$ cat src/rtl/weapon_projectile_pool.sv
// Projectile slot manager: cooldown-gated firing, aim with dead zone, per-slot
// flight FSM with range/screen retirement and boss hit reporting.
module weapon_projectile_pool #(
  parameter int PROJ_COUNT      = 4,
  parameter int SPEED           = 6,
  parameter int RANGE_FRAMES    = 90,
  parameter int COOLDOWN_FRAMES = 12,
  parameter int DEAD_ZONE       = 8,
  parameter int HIT_HALF_W      = 40,
  parameter int HIT_HALF_H      = 48,
  parameter int SCREEN_W        = 1024,
  parameter int SCREEN_H        = 768
) (
  input  logic                       clk,
  input  logic                       rst,
  input  logic                       frame_tick,
  input  logic [1:0]                 game_active,
  input  logic                       mouse_clicked,
  input  logic [11:0]                xpos_MouseCtl,
  input  logic [11:0]                ypos_MouseCtl,
  input  logic [11:0]                origin_x,
  input  logic [11:0]                origin_y,
  input  logic                       facing_left,
  input  logic                       boss_alive,
  input  logic [11:0]                boss_x,
  input  logic [11:0]                boss_y,
  output logic [12*PROJ_COUNT-1:0]   pos_x_proj,
  output logic [12*PROJ_COUNT-1:0]   pos_y_proj,
  output logic [PROJ_COUNT-1:0]      proj_active,
  output logic                       projectile_hit,
  output logic [4:0]                 hit_count,
  output logic                       fire_dropped
);

  localparam int LIFE_W = (RANGE_FRAMES < 2) ? 1 : $clog2(RANGE_FRAMES + 1);
  localparam int CD_W   = (COOLDOWN_FRAMES < 2) ? 1 : $clog2(COOLDOWN_FRAMES + 1);

  localparam logic [LIFE_W-1:0] LIFE_LAST     = LIFE_W'(RANGE_FRAMES - 1);
  localparam logic [CD_W-1:0]   COOLDOWN_LOAD = CD_W'(COOLDOWN_FRAMES);
  localparam logic signed [12:0] SPEED_S      = 13'(SPEED);
  localparam logic signed [12:0] DZ_S         = 13'(DEAD_ZONE);
  localparam logic signed [12:0] SCREEN_W_S   = 13'(SCREEN_W);
  localparam logic signed [12:0] SCREEN_H_S   = 13'(SCREEN_H);
  localparam logic [12:0]        HALF_W_U     = 13'(HIT_HALF_W);
  localparam logic [12:0]        HALF_H_U     = 13'(HIT_HALF_H);

  typedef enum logic [1:0] {
    S_IDLE = 2'd0,
    S_FLY  = 2'd1,
    S_HIT  = 2'd2
  } slot_state_e;

  slot_state_e              state_r   [PROJ_COUNT];
  slot_state_e              state_nxt_s [PROJ_COUNT];
  logic [11:0]              px_r      [PROJ_COUNT];
  logic [11:0]              py_r      [PROJ_COUNT];
  logic [11:0]              px_nxt_s  [PROJ_COUNT];
  logic [11:0]              py_nxt_s  [PROJ_COUNT];
  logic signed [12:0]       vx_r      [PROJ_COUNT];
  logic signed [12:0]       vy_r      [PROJ_COUNT];
  logic signed [12:0]       vx_nxt_s  [PROJ_COUNT];
  logic signed [12:0]       vy_nxt_s  [PROJ_COUNT];
  logic [LIFE_W-1:0]        life_r    [PROJ_COUNT];
  logic [LIFE_W-1:0]        life_nxt_s [PROJ_COUNT];
  logic signed [12:0]       nx_s      [PROJ_COUNT];
  logic signed [12:0]       ny_s      [PROJ_COUNT];
  logic [PROJ_COUNT-1:0]    off_s;
  logic [PROJ_COUNT-1:0]    in_box_s;

  logic [CD_W-1:0]          cooldown_r;
  logic [CD_W-1:0]          cooldown_nxt_s;
  logic                     click_d_r;
  logic                     fire_req_r;
  logic [PROJ_COUNT-1:0]    active_r;
  logic                     projectile_hit_r;
  logic [4:0]               hit_count_r;
  logic                     fire_dropped_r;

  logic                     playing_s;
  logic                     found_s;
  logic                     drop_s;
  logic [4:0]               hit_cnt_s;
  logic signed [12:0]       dx_s;
  logic signed [12:0]       dy_s;
  logic signed [12:0]       aim_vx_s;
  logic signed [12:0]       aim_vy_s;

  function automatic logic [12:0] abs_diff(input logic [11:0] a, input logic [11:0] b);
    logic signed [12:0] d;
    d = $signed({1'b0, a}) - $signed({1'b0, b});
    abs_diff = d[12] ? 13'(-d) : 13'(d);
  endfunction

  assign playing_s = (game_active == 2'd1);
  assign dx_s = $signed({1'b0, xpos_MouseCtl}) - $signed({1'b0, origin_x});
  assign dy_s = $signed({1'b0, ypos_MouseCtl}) - $signed({1'b0, origin_y});

  // Launch velocity from cursor offset; cursor inside the dead zone falls back to facing.
  always_comb begin
    aim_vx_s = 13'sd0;
    aim_vy_s = 13'sd0;
    if (dx_s > DZ_S) begin
      aim_vx_s = SPEED_S;
    end else if (dx_s < -DZ_S) begin
      aim_vx_s = -SPEED_S;
    end else begin
      aim_vx_s = 13'sd0;
    end
    if (dy_s > DZ_S) begin
      aim_vy_s = SPEED_S;
    end else if (dy_s < -DZ_S) begin
      aim_vy_s = -SPEED_S;
    end else begin
      aim_vy_s = 13'sd0;
    end
    if (aim_vx_s == 13'sd0 && aim_vy_s == 13'sd0) begin
      aim_vx_s = facing_left ? -SPEED_S : SPEED_S;
    end else begin
      aim_vx_s = aim_vx_s;
    end
  end

  // Per-slot next position, screen-exit test and boss hitbox test on the pre-move position.
  always_comb begin
    for (int i = 0; i < PROJ_COUNT; i++) begin
      nx_s[i]     = $signed({1'b0, px_r[i]}) + vx_r[i];
      ny_s[i]     = $signed({1'b0, py_r[i]}) + vy_r[i];
      off_s[i]    = (nx_s[i] < 13'sd0) || (nx_s[i] >= SCREEN_W_S) ||
                    (ny_s[i] < 13'sd0) || (ny_s[i] >= SCREEN_H_S);
      in_box_s[i] = (abs_diff(px_r[i], boss_x) <= HALF_W_U) &&
                    (abs_diff(py_r[i], boss_y) <= HALF_H_U);
    end
  end

  // Slot FSMs, cooldown and fire arbitration; allocation only sees slots idle this cycle.
  always_comb begin
    cooldown_nxt_s = cooldown_r;
    found_s        = 1'b0;
    drop_s         = 1'b0;
    hit_cnt_s      = 5'd0;
    for (int i = 0; i < PROJ_COUNT; i++) begin
      state_nxt_s[i] = state_r[i];
      px_nxt_s[i]    = px_r[i];
      py_nxt_s[i]    = py_r[i];
      vx_nxt_s[i]    = vx_r[i];
      vy_nxt_s[i]    = vy_r[i];
      life_nxt_s[i]  = life_r[i];
    end

    if (!playing_s) begin
      cooldown_nxt_s = '0;
      for (int i = 0; i < PROJ_COUNT; i++) begin
        state_nxt_s[i] = S_IDLE;
      end
    end else begin
      for (int i = 0; i < PROJ_COUNT; i++) begin
        case (state_r[i])
          S_IDLE: begin
            state_nxt_s[i] = S_IDLE;
          end
          S_FLY: begin
            if (!frame_tick) begin
              state_nxt_s[i] = S_FLY;
            end else if (boss_alive && in_box_s[i]) begin
              state_nxt_s[i] = S_HIT;
              hit_cnt_s      = hit_cnt_s + 5'd1;
            end else if (life_r[i] == LIFE_LAST) begin
              state_nxt_s[i] = S_IDLE;
            end else if (off_s[i]) begin
              state_nxt_s[i] = S_IDLE;
            end else begin
              px_nxt_s[i]   = nx_s[i][11:0];
              py_nxt_s[i]   = ny_s[i][11:0];
              life_nxt_s[i] = life_r[i] + LIFE_W'(1'b1);
            end
          end
          S_HIT: begin
            if (frame_tick) begin
              state_nxt_s[i] = S_IDLE;
            end else begin
              state_nxt_s[i] = S_HIT;
            end
          end
          default: begin
            state_nxt_s[i] = S_IDLE;
          end
        endcase
      end

      if (fire_req_r && cooldown_r == '0) begin
        cooldown_nxt_s = COOLDOWN_LOAD;
        for (int i = 0; i < PROJ_COUNT; i++) begin
          if (!found_s && state_r[i] == S_IDLE) begin
            found_s        = 1'b1;
            state_nxt_s[i] = S_FLY;
            px_nxt_s[i]    = origin_x;
            py_nxt_s[i]    = origin_y;
            vx_nxt_s[i]    = aim_vx_s;
            vy_nxt_s[i]    = aim_vy_s;
            life_nxt_s[i]  = '0;
          end else begin
            found_s = found_s;
          end
        end
        drop_s = !found_s;
      end else if (frame_tick && cooldown_r != '0) begin
        cooldown_nxt_s = cooldown_r - CD_W'(1'b1);
      end else begin
        cooldown_nxt_s = cooldown_r;
      end
    end
  end

  // State, kinematics, cooldown, click edge and registered output pulses.
  always_ff @(posedge clk or negedge rst) begin
    if (!rst) begin
      for (int i = 0; i < PROJ_COUNT; i++) begin
        state_r[i] <= S_IDLE;
        px_r[i]    <= 12'd0;
        py_r[i]    <= 12'd0;
        vx_r[i]    <= 13'sd0;
        vy_r[i]    <= 13'sd0;
        life_r[i]  <= '0;
      end
      cooldown_r       <= '0;
      click_d_r        <= 1'b0;
      fire_req_r       <= 1'b0;
      active_r         <= '0;
      projectile_hit_r <= 1'b0;
      hit_count_r      <= 5'd0;
      fire_dropped_r   <= 1'b0;
    end else begin
      for (int i = 0; i < PROJ_COUNT; i++) begin
        state_r[i]  <= state_nxt_s[i];
        px_r[i]     <= px_nxt_s[i];
        py_r[i]     <= py_nxt_s[i];
        vx_r[i]     <= vx_nxt_s[i];
        vy_r[i]     <= vy_nxt_s[i];
        life_r[i]   <= life_nxt_s[i];
        active_r[i] <= (state_nxt_s[i] == S_FLY);
      end
      cooldown_r       <= cooldown_nxt_s;
      click_d_r        <= mouse_clicked;
      fire_req_r       <= mouse_clicked & ~click_d_r;
      projectile_hit_r <= (hit_cnt_s != 5'd0);
      hit_count_r      <= hit_cnt_s;
      fire_dropped_r   <= drop_s;
    end
  end

  // Pack slot positions onto the flat output buses.
  always_comb begin
    pos_x_proj = '0;
    pos_y_proj = '0;
    for (int i = 0; i < PROJ_COUNT; i++) begin
      pos_x_proj[12*i +: 12] = px_r[i];
      pos_y_proj[12*i +: 12] = py_r[i];
    end
  end

  assign proj_active    = active_r;
  assign projectile_hit = projectile_hit_r;
  assign hit_count      = hit_count_r;
  assign fire_dropped   = fire_dropped_r;

endmodule

$ cat config.mk
export PLATFORM = sky130hd
export DESIGN_NAME = weapon_projectile_pool
export DESIGN_NICKNAME = d
export VERILOG_FILES = /design/src/rtl/weapon_projectile_pool.sv
export SDC_FILE = /design/constraint.sdc
export NUM_CORES = 1
export LEC_CHECK = 0
export BUFFER_PORTS_ARGS = -buffer_cell sky130_fd_sc_hd__buf_4
export CORE_ASPECT_RATIO = 0.9
export CORE_MARGIN = 4
export CORE_UTILIZATION = 62
export CTS_CLUSTER_SIZE = 24
export DETAILED_ROUTE_END_ITERATION = 8
export PLACE_DENSITY = 0.89
export SLEW_MARGIN = 5
export SYNTH_ARGS = -nofsm -noshare
export SYNTH_HDL_FRONTEND = slang
export SYNTH_SLANG_ARGS = --single-unit
export TNS_END_PERCENT = 1
$ cat constraint.sdc
create_clock -name clk -period 6.32 [get_ports clk]
set_input_delay 0.316 -clock clk [delete_from_list [all_inputs] [get_ports clk]]
set_output_delay 0.316 -clock clk [all_outputs]
set_load 0.02 [all_outputs]
* Word-level counts from Yosys, hierarchy flattened
Index checks and enable logic that the tools add are counted.
Storage, ports and cells: register bits 253, bits of input ports 80, output and inout bits 107, logic and storage cells 305
Operators by class: $add $sub $neg 34, $lt $le $gt $ge 28, eq/ne operators 18, multiplexer cells 149, bitwise operators 2, reduce and logical (&&, ||, !) cells 43
Operators with widths (count):
- two-way mux 12 bit | 48
- two-way mux 13 bit | 14
- two-way mux 7 bit | 24
- subtractor 12 x 12 -> 13 bit | 10
- adder 13 bit | 8
- less-or-equal comparator 13 x 6 -> 1 bit, second input constant | 8
- less-than comparator 13 x 1 -> 1 bit, second input constant | 8
- negator 13 bit | 8
- two-way mux 48 bit | 2
- two-way mux 5 bit | 13
- greater-or-equal comparator 13 x 11 -> 1 bit, second input constant | 4
- greater-or-equal comparator 13 x 12 -> 1 bit, second input constant | 4
- two-way mux 2 bit | 21
- adder 7 x 1 -> 7 bit, second input constant | 4
- == test 7 bit, second input constant | 4
- two-way mux 28 bit | 1
- > comparator 13 x 5 -> 1 bit, second input constant | 2
- logical NOT 13 bit | 2
- less-than comparator 13 x 4 -> 1 bit, second input constant | 2
- == test 2 x 1 -> 1 bit, second input constant | 9
- two-way mux 1 bit | 17
- two-way mux 8 bit | 2
- one-hot mux 2 bit (2 select lines) | 4
- adder 5 x 1 -> 5 bit, second input constant | 3
- other kinds (14) | 52

* Logic depth before layout (Yosys ltp)
word-level depth 26, depth in mapped cells 25

* Least setup slack after synthesis
OpenSTA, ideal clock, no wires.
path type reg-to-reg, from reg py_r (netlist bit pos_y_proj[0]), to reg projectile_hit_r, in the netlist projectile_hit, data arrival time 5.892 ns, required time 6.196 ns, path slack 0.304 ns, cell stages (with the launch flop) 25, buffers on the path 0, period minus slack after synthesis 6.016 ns, cells stage by stage dfrtp_1 -> inv_1 -> ha_1 -> fa_1 -> nand2b_2 -> or4_4 -> a2111oi_4 -> a311o_4 -> a211oi_2 -> a2111oi_4 -> nand4_2 -> nor4_4 -> and3_2 -> and3_1 -> ha_1 -> and2_1 -> a31oi_2 -> nor2_1 -> ha_1 -> and2_1 -> mux2_2 -> ha_1 -> o21ai_0 -> o21ba_2 -> a211o_1
Between the ends: cells in the longest elaborated chain, start to end 26
Ends and longest elaborated chain:
- from (decl) | line 56 | logic [11:0] py_r [PROJ_COUNT];
- from (signal, indexed assignment) | line 236 | py_r[i] <= py_nxt_s[i];
- subtractor 12 x 12 -> 13 bit * | line 90 | d = $signed({1'b0, a}) - $signed({1'b0, b});
- negator 13 bit | line 91 | abs_diff = d[12] ? 13'(-d) : 13'(d);
- two-way mux 13 bit * | line 91
- less-or-equal comparator 13 x 6 -> 1 bit * | line 131 | (abs_diff(py_r[i], boss_y) <= HALF_H_U);
- logical AND 1 bit * | line 130 | in_box_s[i] = (abs_diff(px_r[i], boss_x) <= HALF_W_U) &&
- logical AND 1 bit * | line 164 | end else if (boss_alive && in_box_s[i]) begin
- two-way mux 1 bit * | line 164
- two-way mux 1 bit * | line 162 | if (!frame_tick) begin
- [... 11 more ...]
- two-way mux 5 bit * | line 150 | if (!playing_s) begin
- adder 5 x 1 -> 5 bit | line 166 | hit_cnt_s = hit_cnt_s + 5'd1;
- two-way mux 5 bit | line 164
- two-way mux 5 bit | line 162
- two-way mux 5 bit * | line 157 | case (state_r[i])
- two-way mux 5 bit * | line 150
- named net hit_cnt_s[1] | line 82 | logic [4:0] hit_cnt_s;
- nonzero test 5 bit * | line 245 | projectile_hit_r <= (hit_cnt_s != 5'd0);
- to (signal assigned) | line 245
- to (decl) | line 75 | logic projectile_hit_r;
Mark *: on every way through the listed nets, which the timed path passes. The rest lies on a longest branch. The select of a mux whose other input is x is not followed. A chain may end at the register's enable or synchronous reset.

* Final worst setup path
Ends and elaborated chain as after synthesis.

==> reports/results.tsv <==
metric	value	unit
final_cells	3155	
ios	187	
slew_headroom	7.13	%
yosysTopAreaCellShare	20.7	%
cts_tree	built	
drive_gt1_share	12.3	%
finalCriticalPeriod	6.11	ns
critPathLaunchType	flip-flop	
cts-root-buf	clkbuf_16	
power.total	0.00560	W
irDropWorstVdd	0.239	mV
critical_path_class	flip-flop to flip-flop	
status	finished, final reports clean	
clk_path_buf_depth	2	
overflow	0	
synthTopCellsByArea	dfrtp_1, ha_1, inv_1	
routabilityCongestion	1.03	
syn_nets	2873	
rows	63	
pwr-share-seq	23.9	%
ys_warn_count	0	
drcViolationCount	0	
avgSynthCellArea	8.18	sq um
clkLatencyLatePin	0.46	ns
drt_iter0_drc	2541	
cts_made_buffers	17	
max-cap-violations	0	
fin_nets	3049	
arrival	6.45	ns
fmax	0.164	GHz
finalSetupTns	0	ns
viasPerCell	7.01	
finalSetupViolCount	0	
worst_pin_slew	1.36	ns
via_count	22100	
synth-edff-count	0	
dieArea	0.0365	sq mm
finClkSkew	0.0147	ns
cts_num_sinks	172	
wire_per_inst	24.1	um
synth_seq_cells	172	
clock_power_share	20.3	%
ys_seq_area_share	20.7	%
ant_nets	0	
netSwitchingPower	0.00258	W
fin_crit_sh	96.7	%
finalHoldViolCount	0	
post_dp_cell_area	0.0226	sq mm
grt_pass1_wl	116000	um
hold_path_class	input port to async pin	
grtUsageTotal	39.7	%
antenna_found_initial	2	
async_reset_ff_share	100	%
final_area	0.0233	sq mm
end_kind	flip-flop	
place_hpwl	59200	um
leakage	10.8	nW
start_util	63.0	%
htree_levels	4	
synth_cell_types	116	
syn_inst	2542	
intPower	0.00302	W
dp_cells	3117	
fp.dieW	201	um
critPathMaxFanout	5	
synth_area_leader_cell	dfrtp_1	
area_delta_synth_final	12.0	%
clkTransAtPathRegs	0.07	ns
die_h	182	um
routed_wl	75900	um
io_buffers	185	
syn-cell-area	0.0208	sq mm
final_core_util	70.6	%
powerDensity	240	mW/mm^2
synth_flop_cell	dfrtp_1	
regToRegSetupSlack	0.21	ns
grt_pass1_vias	21000	
pwr-share-comb	55.7	%
grt_max_degree	104	
swShare	46.0	%
design.core.area	0.0330	sq mm
slew_violations	0	
required	6.66	ns
first_pass_iters	7	
==> worst max-delay path, stage by stage (launching register included) <==
cell,delay (ns)
dfrtp_1,0.36
inv_1,0.06
ha_1,0.20
fa_2,0.36
nand2b_2,0.22
or4_4,0.56
a2111oi_4,0.37
a311o_4,0.20
nor4b_4,0.33
nor4_1,0.11
a311oi_1,0.37
a2bb2oi_4,0.09
and3_2,0.21
and3_1,0.20
ha_1,0.29
and2_1,0.17
a31oi_4,0.21
nor2_1,0.07
ha_1,0.28
and2_1,0.17
mux2_2,0.29
ha_1,0.30
o21ai_0,0.15
o21ba_2,0.19
a211o_1,0.26
==> registers in the layout, summed over array words and instances (netlist names) <==
register,cells
state_r,8
click_d_r,1
vy_r,12
pos_y_proj,48
projectile_hit,1
proj_active,4
hit_count,4
fire_req_r,1
cooldown_r,4
fire_dropped,1
life_r,28
vx_r,12
pos_x_proj,48
==> Yosys cell counts (12+ instances only) <==
cell and instances:
a222oi_1 13, o22ai_1 17, xor2_1 59, ha_1 233, o2111ai_1 16, or2_2 15, nor4_1 25, nor3_1 65
a22o_1 21, o21a_1 46, nand4_1 35, buf_2 15, a221oi_1 16, a221o_1 29, or3_1 38, or4_1 14
dfrtp_1 172, nand3_1 61, o221ai_1 12, inv_1 214, nand2b_1 50, a31oi_1 29, mux2i_1 24, and2_1 30
o211ai_1 36, fa_1 18, o21ai_0 140, a311oi_1 12, clkbuf_1 34, a211oi_1 31, a21o_1 48, a21boi_0 21
nor2b_1 54, nand2_1 177, nor3b_1 13, and3_1 37, o31ai_1 17, xnor2_1 68, a21oi_1 144, nor2_1 184
==> through the flow <==
| step | hold slack (ns) | setup WS (ns) |
|---|---|---|
| after floorplan | 0.0204 | 0.304 |
| final | 0.0156 | 0.208 |
| after CTS | 0.0471 | 0.0952 |
| after global routing | 0.0862 | -0.0130 |
| after detailed placement | 0.409 | 0.0583 |
| after global placement | 0.403 | 0.251 |
==> path summary, 6_finish.rpt <==
path	from	endpoint	cells after the start
setup / recovery	pos_y_proj[0]	projectile_hit	24
hold / removal	rst	pos_x_proj[27]	1
setup reg to reg	pos_y_proj[0]	projectile_hit	24
hold reg to reg	click_d_r	fire_req_r	1
max in group asynchronous	rst	hit_count[2]	2
min in group clk	origin_y[8]	pos_y_proj[8]	3
==> placed cells by master (no fill, tap or decap), types with 61 or more instances in the layout <==
cell type,instances
nand3_1,61
nor3_1,65
nand2_1,177
xnor2_1,68
buf_4,214
a21oi_1,144
nor2_1,184
ha_1,233
o21ai_0,140
dfrtp_1,172
inv_1,214
==> logic make-up (layout without fill, tap and decap cells) <==
family	count (synthesis)	after routing	synth area share (%)
xor+xnor	127	127	5.35
compound gates	830	830	29.5
other cells	1	3	0.0180
simple gates	857	857	21.9
fa+ha+maj	251	251	15.7
mux	31	31	1.59
flops	172	172	20.7
buf+inv	273	462	5.19
==> cell type report <==
cell class / count / area [sq um]
diodes: 2 / 5.00
clock buffers: 19 / 453
clock inverters: 13 / 140
fillers: 2622 / 9720
inverters: 214 / 803
multi-input cells: 2097 / 15400
flip-flops and latches: 172 / 4300
well taps: 422 / 528
repair buffers: 216 / 1630
==> power groups by stage <==
stage	clock network (W)	registers (W)	logic [W]
4_1_cts	0.00113	0.00133	0.00301
2_1_floorplan	0	0.00138	0.00210
5_1_grt	0.00117	0.00135	0.00337
3_5_place_dp	0	0.00135	0.00299
3_3_place_gp	0	0.00135	0.00289
6_report	0.00114	0.00134	0.00312
==> per-layer routing <==
metal / vias to the layer above / global-route usage, % / wire length [um]
met4: 0 / 19.8 / 4050
met1: 10600 / 52.5 / 30100
met5: - / 0 / 0
li1: 9980 / - / -
met3: 271 / 10.1 / 8610
met2: 1264 / 60.8 / 33100
==> timing repair <==
| action | 4_1_cts | 5_1_grt |
|---|---|---|
| hold buffers | 1 | 0 |
| setup endpoints to repair | 0 | 1 |
| gates resized for setup | 0 | 4 |
| setup buffers | 0 | 3 |
| hold endpoints to repair | 1 | 0 |
(Power assumes the default switching activity.)
